### src/rtl/alu_seq.sv
// Registered ALU for the 6502-family datapath: single-cycle binary ops plus
// sequential BCD add/subtract that corrects one nibble per clock.
module alu_seq #(
    parameter int DATA_W     = 8,
    parameter bit DECIMAL_EN = 1'b1
) (
    input  logic              i_clk,
    input  logic              i_rst,
    input  logic              op_valid,
    input  logic [2:0]        op,
    input  logic [DATA_W-1:0] ai,
    input  logic [DATA_W-1:0] bi,
    input  logic              cin,
    output logic [DATA_W-1:0] add,
    output logic              acr,
    output logic              avr,
    output logic              hc,
    output logic              busy,
    output logic              done
);

    localparam int NIB = DATA_W / 4;
    localparam int CW  = (NIB > 1) ? $clog2(NIB) : 1;
    localparam int RW  = DATA_W - 4;

    typedef enum logic {IDLE, DEC} state_t;

    state_t            state, state_nxt;
    logic [CW-1:0]     cnt;

    // Latched decimal operands, shifted right one nibble per step.
    logic [DATA_W-1:0] ai_q, bi_q;
    logic              c_q, sub_q, hc_q, avr_q;
    logic [RW-1:0]     res_q;

    logic [DATA_W:0]   sum_w;
    logic              sum_ovf;
    logic [DATA_W-1:0] bin_res;
    logic              bin_acr, bin_avr, bin_hc;

    logic [3:0]        step_a, step_b;
    logic              step_c, step_sub;
    logic [4:0]        step;

    logic              is_dec, accept, start_dec, bin_wr, last;

    // Returns {carry_out, corrected_nibble} for one BCD digit.
    function automatic logic [4:0] bcd_step(input logic [3:0] a, input logic [3:0] b,
                                            input logic c, input logic sub);
        logic [4:0] t;
        logic [4:0] r;
        t = {1'b0, a} + {1'b0, b} + {4'b0000, c};
        if (!sub)
            r = (t > 5'd9) ? {1'b1, t[3:0] + 4'd6} : {1'b0, t[3:0]};
        else
            r = t[4] ? {1'b1, t[3:0]} : {1'b0, t[3:0] - 4'd6};
        return r;
    endfunction

    always_comb begin
        sum_w   = {1'b0, ai} + {1'b0, bi} + {{DATA_W{1'b0}}, cin};
        sum_ovf = (ai[DATA_W-1] == bi[DATA_W-1]) && (sum_w[DATA_W-1] != ai[DATA_W-1]);
        bin_res = sum_w[DATA_W-1:0];
        bin_acr = sum_w[DATA_W];
        bin_avr = sum_ovf;
        // Carry into bit 4 recovered from the sum bit and both operand bits.
        bin_hc  = sum_w[4] ^ ai[4] ^ bi[4];
        case (op)
            3'b001: begin bin_res = ai & bi; bin_acr = 1'b0; bin_avr = 1'b0; bin_hc = 1'b0; end
            3'b010: begin bin_res = ai | bi; bin_acr = 1'b0; bin_avr = 1'b0; bin_hc = 1'b0; end
            3'b011: begin bin_res = ai ^ bi; bin_acr = 1'b0; bin_avr = 1'b0; bin_hc = 1'b0; end
            3'b100: begin
                bin_res = {cin, ai[DATA_W-1:1]};
                bin_acr = ai[0]; bin_avr = 1'b0; bin_hc = 1'b0;
            end
            3'b101: begin
                bin_res = {ai[DATA_W-2:0], cin};
                bin_acr = ai[DATA_W-1]; bin_avr = 1'b0; bin_hc = 1'b0;
            end
            default: ;
        endcase
    end

    always_comb begin
        if (state == IDLE) begin
            step_a   = ai[3:0];
            step_b   = bi[3:0];
            step_c   = cin;
            step_sub = op[0];
        end else begin
            step_a   = ai_q[3:0];
            step_b   = bi_q[3:0];
            step_c   = c_q;
            step_sub = sub_q;
        end
        step = bcd_step(step_a, step_b, step_c, step_sub);
    end

    always_comb begin
        is_dec    = DECIMAL_EN && (op[2:1] == 2'b11);
        accept    = (state == IDLE) && op_valid;
        start_dec = accept && is_dec;
        bin_wr    = accept && !is_dec;
        last      = (state == DEC) && (cnt == CW'(NIB - 1));
        state_nxt = state;
        case (state)
            IDLE:    if (start_dec) state_nxt = DEC;
            DEC:     if (last)      state_nxt = IDLE;
            default: state_nxt = IDLE;
        endcase
    end

    always_ff @(posedge i_clk) begin
        if (i_rst) state <= IDLE;
        else       state <= state_nxt;
    end

    assign busy = (state == DEC);

    always_ff @(posedge i_clk) begin
        if (i_rst) begin
            cnt  <= '0;
            add  <= '0;
            acr  <= 1'b0;
            avr  <= 1'b0;
            hc   <= 1'b0;
            done <= 1'b0;
        end else begin
            done <= bin_wr || last;
            if (start_dec)         cnt <= CW'(1);
            else if (last)         cnt <= '0;
            else if (state == DEC) cnt <= cnt + CW'(1);
            if (bin_wr) begin
                add <= bin_res;
                acr <= bin_acr;
                avr <= bin_avr;
                hc  <= bin_hc;
            end else if (last) begin
                add <= {step[3:0], res_q};
                acr <= step[4];
                avr <= avr_q;
                hc  <= hc_q;
            end
        end
    end

    // Decimal working registers; only meaningful while an op is in flight.
    always_ff @(posedge i_clk) begin
        if (start_dec || state == DEC) begin
            ai_q  <= (state == IDLE) ? (ai >> 4) : (ai_q >> 4);
            bi_q  <= (state == IDLE) ? (bi >> 4) : (bi_q >> 4);
            c_q   <= step[4];
            res_q <= RW'({step[3:0], res_q} >> 4);
            if (state == IDLE) begin
                sub_q <= op[0];
                hc_q  <= step[4];
                avr_q <= sum_ovf;
            end
        end
    end

endmodule

### config.mk
export PLATFORM = sky130hd
export DESIGN_NAME = alu_seq
export DESIGN_NICKNAME = d
export VERILOG_FILES = /design/src/rtl/alu_seq.sv
export SDC_FILE = /design/constraint.sdc
export NUM_CORES = 1
export LEC_CHECK = 0
export CAP_MARGIN = 20
export CORE_ASPECT_RATIO = 0.7
export CORE_MARGIN = 1
export CORE_UTILIZATION = 50
export CTS_BUF_LIST = sky130_fd_sc_hd__clkbuf_8
export DETAILED_ROUTE_END_ITERATION = 7
export PLACE_DENSITY = 0.77
export RECOVER_POWER = 25
export SYNTH_ARGS = -nofsm -noshare
export SYNTH_HDL_FRONTEND = slang
export SYNTH_SLANG_ARGS = --single-unit
### constraint.sdc
create_clock -name i_clk -period 4.15 [get_ports i_clk]
set_input_delay 0.415 -clock i_clk [delete_from_list [all_inputs] [get_ports i_clk]]
set_output_delay 0.415 -clock i_clk [all_outputs]
set_load 0.03 [all_outputs]
Yosys cells after proc, flatten, opt, wreduce, memory -nomap -nowiden --
Cells that the tools add are included.
Cells by class: $add $sub $neg 7, $lt $le $gt $ge 1, eq/ne operators 8, muxes and demuxes 27, bitwise logic cells 6, reductions and logical operators 13
Operator list (number):
- one-hot mux 8 bit (5 select lines) | 1
- two-way mux 4 bit | 4
- two-way mux 8 bit | 2
- two-way mux 1 bit | 15
- two-way mux 5 bit | 3
- adder 8 x 8 -> 9 bit | 1
- adder 9 x 1 -> 9 bit | 1
- AND 8 bit | 1
- bitwise OR 8 bit | 1
- bitwise XOR 8 bit | 1
- equality test 3 x 2 -> 1 bit, second input constant | 2
- equality test 3 bit, second input constant | 2
- adder 4 x 4 -> 5 bit | 1
- adder 5 x 1 -> 5 bit | 1
- > comparator 5 x 4 -> 1 bit, second input constant | 1
- logical AND 1 bit | 5
- OR reduction 5 bit | 1
- adder 4 x 3 -> 4 bit, second input constant | 1
- subtractor 4 x 3 -> 4 bit, second input constant | 1
- equality test 3 x 1 -> 1 bit, second input constant | 1
- one-hot mux 1 bit (3 select lines) | 1
- nonzero test 3 bit | 1
- OR reduction 3 bit | 1
- equality test 2 bit, second input constant | 1
- other kinds (10) | 12
Word-level totals: register bits 38

Depth between registers and ports, before layout --
Gate-level depths: netlist (run 1).
word-level depth 8, depth in mapped cells 12, mapped depth without buffers 11

Worst setup path after synthesis (run 1) --
No wires, ideal clock.
kind register to register, start register state, in the netlist busy, end register add[6], library setup time 0.116 ns, arrival time 2.906 ns, required time 4.034 ns, setup slack 1.128 ns, stages on the path, launching flop included 12, buffers on the path 2, period minus slack after synthesis 3.022 ns, path through dfxtp_1 buf_2 clkbuf_1 o21ai_0 fa_1 xnor2_1 ha_1 nand2_1 nand4_2 and4_1 nor3_2 o211a_1
On the way: longest elaborated chain between the ends 8, elaborated cells between the ends (all ways) 19
Ends and longest elaborated chain:
- start: declaration | line 28 | state_t state, state_nxt;
- start signal: assignment | line 115 | else state <= state_nxt;
- two-way mux 4 bit | line 85 | if (state == IDLE) begin
- adder 4 x 4 -> 5 bit | line 52 | t = {1'b0, a} + {1'b0, b} + {4'b0000, c};
- adder 5 x 1 -> 5 bit | line 52
- adder 4 x 3 -> 4 bit (tied with other cells) | line 54 | r = (t > 5'd9) ? {1'b1, t[3:0] + 4'd6} : {1'b0, t[3:0]};
- two-way mux 5 bit, on equally long branches | line 54, 56
- two-way mux 5 bit (*) | line 53 | if (!sub)
- net step[2] | line 43 | logic [4:0] step;
- two-way mux 8 bit (*) | line 138 | end else if (last) begin
- two-way mux 8 bit (*) | line 133 | if (bin_wr) begin
- end signal: assignment | line 134 | add <= bin_res;
- end signal: assignment | line 139 | add <= {step[3:0], res_q};
- end: declaration | line 14 | output logic [DATA_W-1:0] add,
The timed path passes the listed nets; every way through them passes the cells marked *. The select of a mux whose other input is x is not followed. A chain may end at the register's enable or synchronous reset.

Worst setup path after layout (run 1) --
start register state, in the netlist busy, end register add[5]
On the way: longest elaborated chain between the ends 8, elaborated cells between the ends (all ways) 19
Ends and longest elaborated chain (line):
- two-way mux 4 bit | 85
- adder 4 x 4 -> 5 bit | 52
- adder 5 x 1 -> 5 bit | 52
- adder 4 x 3 -> 4 bit (tied with other cells) | 54
- two-way mux 5 bit, on equally long branches | 54, 56
- two-way mux 5 bit | 53
- two-way mux 8 bit | 138
- two-way mux 8 bit | 133
Parallel ways exist; a longest one is shown, timed or not. The select of a mux whose other input is x is not followed.

==> results of run 1 <==
-- cell usage in the layout, fill, tap and decap left out, types with 4 or more instances in the layout --
cell,n
clkdlybuf4s50_1,29
inv_1,28
nand2_1,23
nor2_1,22
ha_1,21
a21oi_1,17
edfxtp_1,16
mux2i_1,15
dfxtp_1,14
o21ai_0,13
xnor2_1,9
nand2b_1,8
o21ai_1,7
o22ai_1,6
clkbuf_8,6
dlygate4sd3_1,6
and2_1,5
a211oi_1,5
o21a_1,5
nor3_1,5
nand3_1,4
a31oi_1,4
a221oi_1,4
fa_1,4
-- layout make-up --
class,instances,area share
multi-input combinational,222,0.532
sequential,30,0.252
timing repair buffer,36,0.119
inverter,29,0.0361
tap,69,0.0287
clock buffer,6,0.0274
clock inverter,2,0.00415
-- metal layers --
metal,vias up,part of all wire
li1,1126,-
met1,1076,0.46
met2,113,0.42
met3,14,0.10
met4,0,0.013
met5,-,0
-- kinds of logic after synthesis --
family | count (synthesis)
AND/OR/NAND/NOR | 89
buffers and inverters | 46
flip-flops | 30
multiplexers | 17
XOR/XNOR | 9
adder cells (fa/ha/maj) | 25
AO/OA/AOI/OAI | 82
-- state kept, by name (all words and copies together) (netlist names), 4 cells and up --
register / flops
add: 8
ai_q: 4
bi_q: 4
res_q: 4
-- final timing paths --
| path | start | to | slack (ps) |
|---|---|---|---|
| worst min-delay path | add[4] | add[4] | 500 |
| worst min register to register | add[4] | add[4] | 500 |
| worst max-delay path | busy | add[5] | 700 |
| worst max register to register | busy | add[5] | 700 |
-- metrics by stage --
stage                     setup WS [ps]   util  instance area [um2]  hold slack, ps
after detailed placement            701  0.604                 2920             494
after CTS                           709  0.623                 3010             506
final                               704  0.623                 3010             499
after floorplan                    1130      -                 2550             487
after global placement              886  0.604                 2920             480
after global routing                352  0.623                 3010             551
-- report_power, final --
group | switching (mW) | internal, mW | total, mW
Sequential | 0.0133 | 0.346 | 0.359
Combinational | 0.213 | 0.151 | 0.365
Clock | 0.116 | 0.133 | 0.249
-- worst max-delay path: cells and delay by family (launching register included) --
family	cells	cell delay [ps]
AO/OA/AOI/OAI	1	120
XOR/XNOR	1	380
adder cells (fa/ha/maj)	3	900
buffers and inverters	1	50
flip-flops	1	960
multiplexers	1	350
AND/OR/NAND/NOR	4	560
==> qor.csv, run 1 <==
stage,metric,value,unit
outcome,status,"complete, no violations",
critical_path,r2r worst-path depth,11,
synthesis,post-synthesis simple-gate area fraction,0.183,
detailed_routing,Final ANT Viol Nets,0,
clock_tree,H-tree depth,2,
detailed_routing,routed vias,2329,
synthesis,Commonest cells post-synth,"inv_1 (28), nand2_1 (23), nor2_1 (22)",
global_route,initial antenna violation count,0,
layout,NumNets Final,372,
layout,Antenna diodes,0,
critical_path,crit path launch type,flop,
floorplan,initial core utilization,0.527,
floorplan,I/O pin count,36,
power,P_leak,1.24,nW
place,input/output buffers,35,
layout,footprint of the multi-input gates,1600,um2
floorplan,num rows,21,
critical_path,CP Cell Sequence,mux2i_1 -> fa_1 -> inv_1 -> fa_1 -> xnor2_1 -> ha_1 -> nand2_1 -> nand4_2 -> a21oi_1 -> nor4_1 -> nor3_1,
clock_tree,CTS resizes,0,
critical_path,"Top cell by count, worst path",fa_1,
synthesis,register area share after synthesis,0.299,
global_route,met3 usage,0.0740,
synthesis,top-area cell type share of the netlist area,0.189,
detailed_routing,DRC viols,0,
layout,area grow syn2layout,18.3,%
place,Placed Instances,386,
sta,RSZ-0062 raised after global routing,false,
sta,setup violators final,0,
clock_tree,clock sinks,30,
synthesis,Syn Area/Cell,8.54,um2
clock_tree,CTS buffer count,5,
global_route,GR Util met2,0.400,
synthesis,multiplexer share of the synthesized area,0.0678,
layout,Layout Cells excl Fill,394,
critical_path,nature of the critical path endpoint,flop,
synthesis,most common cell in the netlist,inv_1,
detailed_routing,Vias per Instance,5.91,
detailed_routing,drt initial violations,199,
layout,FILL cells,440,
synthesis,synthesized cell area,2550,um2
global_route,Most Crowded Layer GR,met2,
floorplan,core area,4830,um2
sta,worst relative slew slack,0.346,
sta,fin crit period,3450,ps
place,Final HPWL DP,5050,um
sta,Max Slew Vio Count,0,
job,Max Cap Viol,0,
synthesis,#FFs+latches synth,30,
min_path,Worst Hold Path Cells,2,
synthesis,main area contributors after synthesis,"edfxtp_1 (19%), dfxtp_1 (11%), ha_1 (10%)",
sta,setup TNS,0,ps
clock_tree,Post-CTS Hold Fix Bufs,0,
sta,skew final,10.0,ps
sta,Fmax,290,MHz
global_route,grt ovf,0,
clock_tree,CTS max path bufs,2,
synthesis,ys async rst share,0,
sta,Fin. Hold Viols,0,
clock_tree,clock latency reported for the late side of the worst-skew pair,290,ps
floorplan,Die Wd,87.3,um
clock_tree,"CTS clk-pin slew, worst paths",70,ps
clock_tree,CTS Root Buffer Type,clkbuf_8,
synthesis,largest family of logic cells by synthesized area,compound AO/OA/AOI/OAI gates,
detailed_routing,Detailed Route WL,6640,um
sta,slew of the pin with the lowest slew margin,980,ps
floorplan,Die Y-Extent,61.7,um
floorplan,DIE AREA,5390,um2
critical_path,crit path DAT,3620,ps
synthesis,Mapped Cells,298,
power,total power,972,uW
global_route,total track usage,0.262,
clock_tree,CTS tree,built,
sta,fin crit share,0.830,
min_path,worst hold-check path type,flop to flop,
synthesis,"EDFF count, synth",16,
power,Max rail drop VDD,0.169,mV
layout,share of layout cells above drive strength 1,0.0462,
synthesis,Netlist cell types,55,
synthesis,dominant synthesized flop cell,edfxtp_1,
clock_tree,post-CTS setup buffers,0,
layout,Reg area,761,um2
global_route,number of global-route vias before repair,2054,
synthesis,synth warn,0,
synthesis,Post-Synth XOR/XNOR Area,0.0310,
place,GPL Wtd Cong,1.02,
critical_path,Setup CP Type,flop to flop,
critical_path,crit-path max FO,32,
global_route,GR Util met1,0.369,
critical_path,Worst path max stage delay,960,ps
synthesis,Post-Syn Nets,346,
synthesis,complex-gate fraction of the synthesized area,0.214,
detailed_routing,1st-pass router iterations,6,
global_route,first-pass GRT wire length,10400,um
detailed_routing,WL/cell,16.8,um
critical_path,CP max-delay cell,dfxtp_1,
global_route,largest net degree at the start of global routing,33,
synthesis,Adder-Cell Fraction of Synth Area,0.135,
power,PwrDens,323,nW/um2
critical_path,worst endpoint required time,4320,ps
synthesis,Yosys top cell by area,edfxtp_1,
No activity file was read; power rests on OpenSTA's default activity.
==> run 2, diff against run 1 <==
Clock period 4.15 ns to 3.4 ns, I/O delays scaled along.
==> qor.csv, run 2 (synthesis gave the netlist of run 1 again) <==
stage,metric,value,unit
power,total power,1.37,mW
sta,worst relative slew slack,0.512,
critical_path,Worst path max stage delay,630,ps
global_route,first-pass GRT wire length,10700,um
power,P_leak,1.28,nW
layout,Largest Register,add,
critical_path,crit-path max FO,22,
clock_tree,post-CTS setup buffers,0,
power,PwrDens,441,nW/um2
floorplan,Die Y-Extent,61.7,um
sta,fin crit share,0.921,
sta,Fmax,319,MHz
floorplan,num rows,21,
floorplan,Die Wd,87.3,um
clock_tree,clock latency reported for the late side of the worst-skew pair,300,ps
detailed_routing,WL/cell,17.1,um
detailed_routing,Detailed Route WL,6860,um
clock_tree,"CTS clk-pin slew, worst paths",70,ps
critical_path,crit path launch type,flop,
detailed_routing,Vias per Instance,5.98,
detailed_routing,routed vias,2392,
critical_path,CP Cell Sequence,buf_4 -> o21ai_0 -> fa_1 -> inv_1 -> ha_1 -> nand2_1 -> nand4_2 -> o21ai_1 -> nor2_1 -> o32ai_1,
layout,share of layout cells above drive strength 1,0.0634,
clock_tree,CTS Root Buffer Type,clkbuf_8,
layout,Antenna diodes,0,
sta,slew of the pin with the lowest slew margin,732,ps
layout,area grow syn2layout,22.0,%
power,Max rail drop VDD,0.264,mV
critical_path,cell family with most CP delay,adder cells,
layout,post-route cell area,3110,um2
clock_tree,clock sinks,30,
clock_tree,CTS max path bufs,2,
clock_tree,CTS tree,built,
layout,NumNets Final,378,
sta,skew final,10.5,ps
floorplan,I/O pin count,36,
critical_path,crit path DAT,3340,ps
detailed_routing,drt initial violations,256,
clock_tree,Post-CTS Hold Fix Bufs,0,
detailed_routing,Final ANT Viol Nets,0,
sta,setup TNS,0,ps
critical_path,nature of the critical path endpoint,flop,
layout,max reg flops,8,
detailed_routing,1st-pass router iterations,5,
critical_path,r2r worst-path depth,10,
critical_path,worst endpoint required time,3610,ps
critical_path,first element of the critical path,busy,
critical_path,Reg2Reg Setup Slack,270,ps
layout,most frequent cells in the layout,"clkdlybuf4s50_1 (32), inv_1 (28), nand2_1 (23), nor2_1 (22), ha_1 (21)",
place,placement-stage cell area,2960,um2
sta,fin crit period,3130,ps
critical_path,CP Capture Point,acr,
critical_path,"Buf+Inv Stages, Crit Path",2,
min_path,worst hold-check path type,flop to flop,
critical_path,cell depth of the worst setup path,10,
global_route,initial antenna violation count,0,
detailed_routing,DRC viols,0,
outcome,status,"complete, no violations",
sta,Max Slew Vio Count,0,
critical_path,FF-to-FF End,acr,
sta,RSZ-0062 raised after global routing,false,
clock_tree,CTS buffer count,5,
critical_path,CP max-delay cell,fa_1,
job,Max Cap Viol,0,
place,Final HPWL DP,5160,um
clock_tree,H-tree depth,2,
clock_tree,CTS resizes,0,
floorplan,core area,4830,um2
critical_path,FF-to-FF Start,busy,
floorplan,DIE AREA,5390,um2
global_route,grt ovf,0,
sta,setup violators final,0,
critical_path,Setup CP Type,flop to flop,
layout,"commonest non-fill, non-tap cell in the layout",clkdlybuf4s50_1,
global_route,number of global-route vias before repair,2128,
global_route,total track usage,0.272,
place,input/output buffers,35,
place,GPL Wtd Cong,0.973,
global_route,largest net degree at the start of global routing,23,
floorplan,initial core utilization,0.527,
sta,Fin. Hold Viols,0,
## run 2: area by class of cell
cell class	instances	area [um2]
timing repair buffer	42	403
inverter	29	109
sequential	30	761
clock buffer	6	82.6
fill	404	1730
tap	69	86.3
clock inverter	2	60.1
multi-input combinational	222	1600
## run 2: worst min path at each step
| stage | startpoint | end | slack, ps | depth (start not counted) |
|---|---|---|---|---|
| after floorplan | cnt | cnt | 490 | 2 |
| after global placement | add[4] | add[4] | 480 | 2 |
| after detailed placement | add[4] | add[4] | 500 | 2 |
| after CTS | add[4] | add[4] | 510 | 2 |
| after global routing | add[4] | add[4] | 550 | 2 |
| final | add[4] | add[4] | 510 | 2 |
## run 2: stage by stage
step / setup slack, ps / utilization / hold slack (ps) / instances
floorplan: 378 / - / 487 / 298
global placement: 274 / 0.613 / 481 / 392
detailed placement: 198 / 0.613 / 497 / 392
CTS: 338 / 0.642 / 510 / 400
global route: 73.7 / 0.642 / 545 / 400
finish: 270 / 0.642 / 513 / 400
## run 2: report_power, final
part           switching, mW  leakage, nW  total, mW  internal [mW]
Sequential            0.0132        0.264      0.435          0.422
Combinational          0.271        0.945      0.466          0.194
Clock                  0.156       0.0714      0.469          0.313
## run 2: worst reg2reg max path: stages, from the launching register on
cell     delay, ps
dfxtp_1        570
buf_4          330
o21ai_0        220
fa_1           630
inv_1          110
ha_1           230
nand2_1         90
nand4_2        140
o21ai_1        330
nor2_1          90
o32ai_1        280
## run 2: metal layers
metal  up-vias  global-route usage  routed length (um)
li1       1137                   -                   -
met1      1132               0.376                3150
met2       114               0.434                2960
met3         9              0.0647                 638
met4         0              0.0773                 103
met5         -                   0                   0
==> run 3, diff against run 2 <==
Settings changed: PLACE_DENSITY 0.77 to default, PLACE_DENSITY_LB_ADDON from default to 0.1.
==> qor.csv, run 3 (synthesis gave the netlist of run 1 again) <==
stage,metric,value,unit
detailed_routing,Final ANT Viol Nets,0,
global_route,number of global-route vias before repair,2107,
critical_path,cell family with most CP delay,adder cells,
detailed_routing,WL/cell,17.4,um
sta,skew final,2.58,ps
min_path,worst hold-check path type,flop to flop,
layout,most frequent cells in the layout,"clkdlybuf4s50_1 (30), inv_1 (28), nand2_1 (23), nor2_1 (22), ha_1 (21)",
clock_tree,Post-CTS Hold Fix Bufs,0,
critical_path,Setup CP Type,flop to flop,
clock_tree,clock latency reported for the late side of the worst-skew pair,290,ps
floorplan,core area,4830,um2
floorplan,I/O pin count,36,
layout,"commonest non-fill, non-tap cell in the layout",clkdlybuf4s50_1,
floorplan,num rows,21,
layout,area grow syn2layout,22.3,%
layout,max reg flops,8,
clock_tree,CTS max path bufs,2,
clock_tree,CTS tree,built,
sta,Fmax,337,MHz
job,Max Cap Viol,0,
detailed_routing,Detailed Route WL,6960,um
critical_path,Worst path max stage delay,620,ps
clock_tree,CTS resizes,0,
critical_path,crit path DAT,3160,ps
detailed_routing,drt initial violations,201,
place,input/output buffers,35,
floorplan,Die Wd,87.3,um
layout,Largest Register,add,
sta,setup violators final,0,
sta,fin crit share,0.873,
place,Final HPWL DP,5280,um
sta,worst relative slew slack,0.518,
clock_tree,CTS buffer count,5,
layout,Antenna diodes,0,
floorplan,Die Y-Extent,61.7,um
detailed_routing,DRC viols,0,
critical_path,Reg2Reg Setup Slack,430,ps
detailed_routing,Vias per Instance,5.92,
critical_path,CP max-delay cell,fa_1,
layout,NumNets Final,379,
power,PwrDens,437,nW/um2
clock_tree,post-CTS setup buffers,0,
critical_path,nature of the critical path endpoint,flop,
layout,post-route cell area,3110,um2
detailed_routing,1st-pass router iterations,4,
global_route,largest net degree at the start of global routing,30,
detailed_routing,routed vias,2372,
critical_path,"Buf+Inv Stages, Crit Path",2,
sta,slew of the pin with the lowest slew margin,722,ps
floorplan,DIE AREA,5390,um2
critical_path,crit path launch type,flop,
power,Max rail drop VDD,0.237,mV
power,P_leak,1.29,nW
clock_tree,"CTS clk-pin slew, worst paths",70,ps
clock_tree,H-tree depth,2,
global_route,grt ovf,0,
sta,fin crit period,2970,ps
outcome,status,"complete, no violations",
critical_path,worst endpoint required time,3600,ps
sta,Fin. Hold Viols,0,
sta,RSZ-0062 raised after global routing,false,
clock_tree,CTS Root Buffer Type,clkbuf_8,
global_route,first-pass GRT wire length,10700,um
floorplan,initial core utilization,0.527,
global_route,initial antenna violation count,0,
place,placement-stage cell area,2970,um2
global_route,total track usage,0.273,
clock_tree,clock sinks,30,
layout,share of layout cells above drive strength 1,0.0663,
sta,Max Slew Vio Count,0,
sta,setup TNS,0,ps
place,GPL Wtd Cong,0.904,
critical_path,CP Cell Sequence,buf_4 -> o21ai_0 -> fa_1 -> inv_1 -> ha_1 -> nand2_1 -> nand4_2 -> o21ai_1 -> nor2_1 -> o32ai_1,
critical_path,crit-path max FO,29,
[run 3: worst paths after layout]
check,from,cells after the start,endpoint
worst max-delay path,busy,10,acr
worst min-delay path,add[4],2,add[4]
worst max register to register,busy,10,acr
worst min register to register,add[4],2,add[4]
[run 3: worst reg2reg max path, delay by kind of cell (launching register included)]
kind | cells | cell delay (ps)
fa+ha+maj | 2 | 850
buf+inv | 2 | 440
flops | 1 | 440
simple gates | 3 | 320
compound gates | 3 | 820
[run 3: layout make-up]
type                       instances  area (um2)
tap                               69        86.3
clock buffer                       6        82.6
timing repair buffer              43         410
sequential                        30         761
multi-input combinational        222        1600
inverter                          29         109
clock inverter                     2        60.1
fill                             440        1720
[run 3: per-stage QoR]
stage / hold slack, ps / worst slack [ps] / std cells / power (mW) / utilization
floorplan: 487 / 378 / 298 / 0.755 / -
global placement: 482 / 249 / 393 / 0.893 / 0.614
detailed placement: 489 / 206 / 393 / 0.900 / 0.614
CTS: 502 / 451 / 401 / 1.36 / 0.644
global route: 542 / 283 / 401 / 1.42 / 0.644
finish: 498 / 433 / 401 / 1.36 / 0.644
[run 3: report_power, final]
group	leakage (nW)	switching (mW)	internal [mW]
logic	0.956	0.269	0.195
clock network	0.0714	0.147	0.313
registers	0.264	0.0136	0.422
total	1.29	0.430	0.930
[run 3: routing by layer]
| layer | vias to the layer above | share of wire | global-route usage |
|---|---|---|---|
| li1 | 1135 | - | - |
| met1 | 1130 | 0.48 | 0.406 |
| met5 | - | 0 | 0 |
| met4 | 0 | 0.012 | 0.0703 |
| met2 | 96 | 0.42 | 0.410 |
| met3 | 11 | 0.085 | 0.0555 |
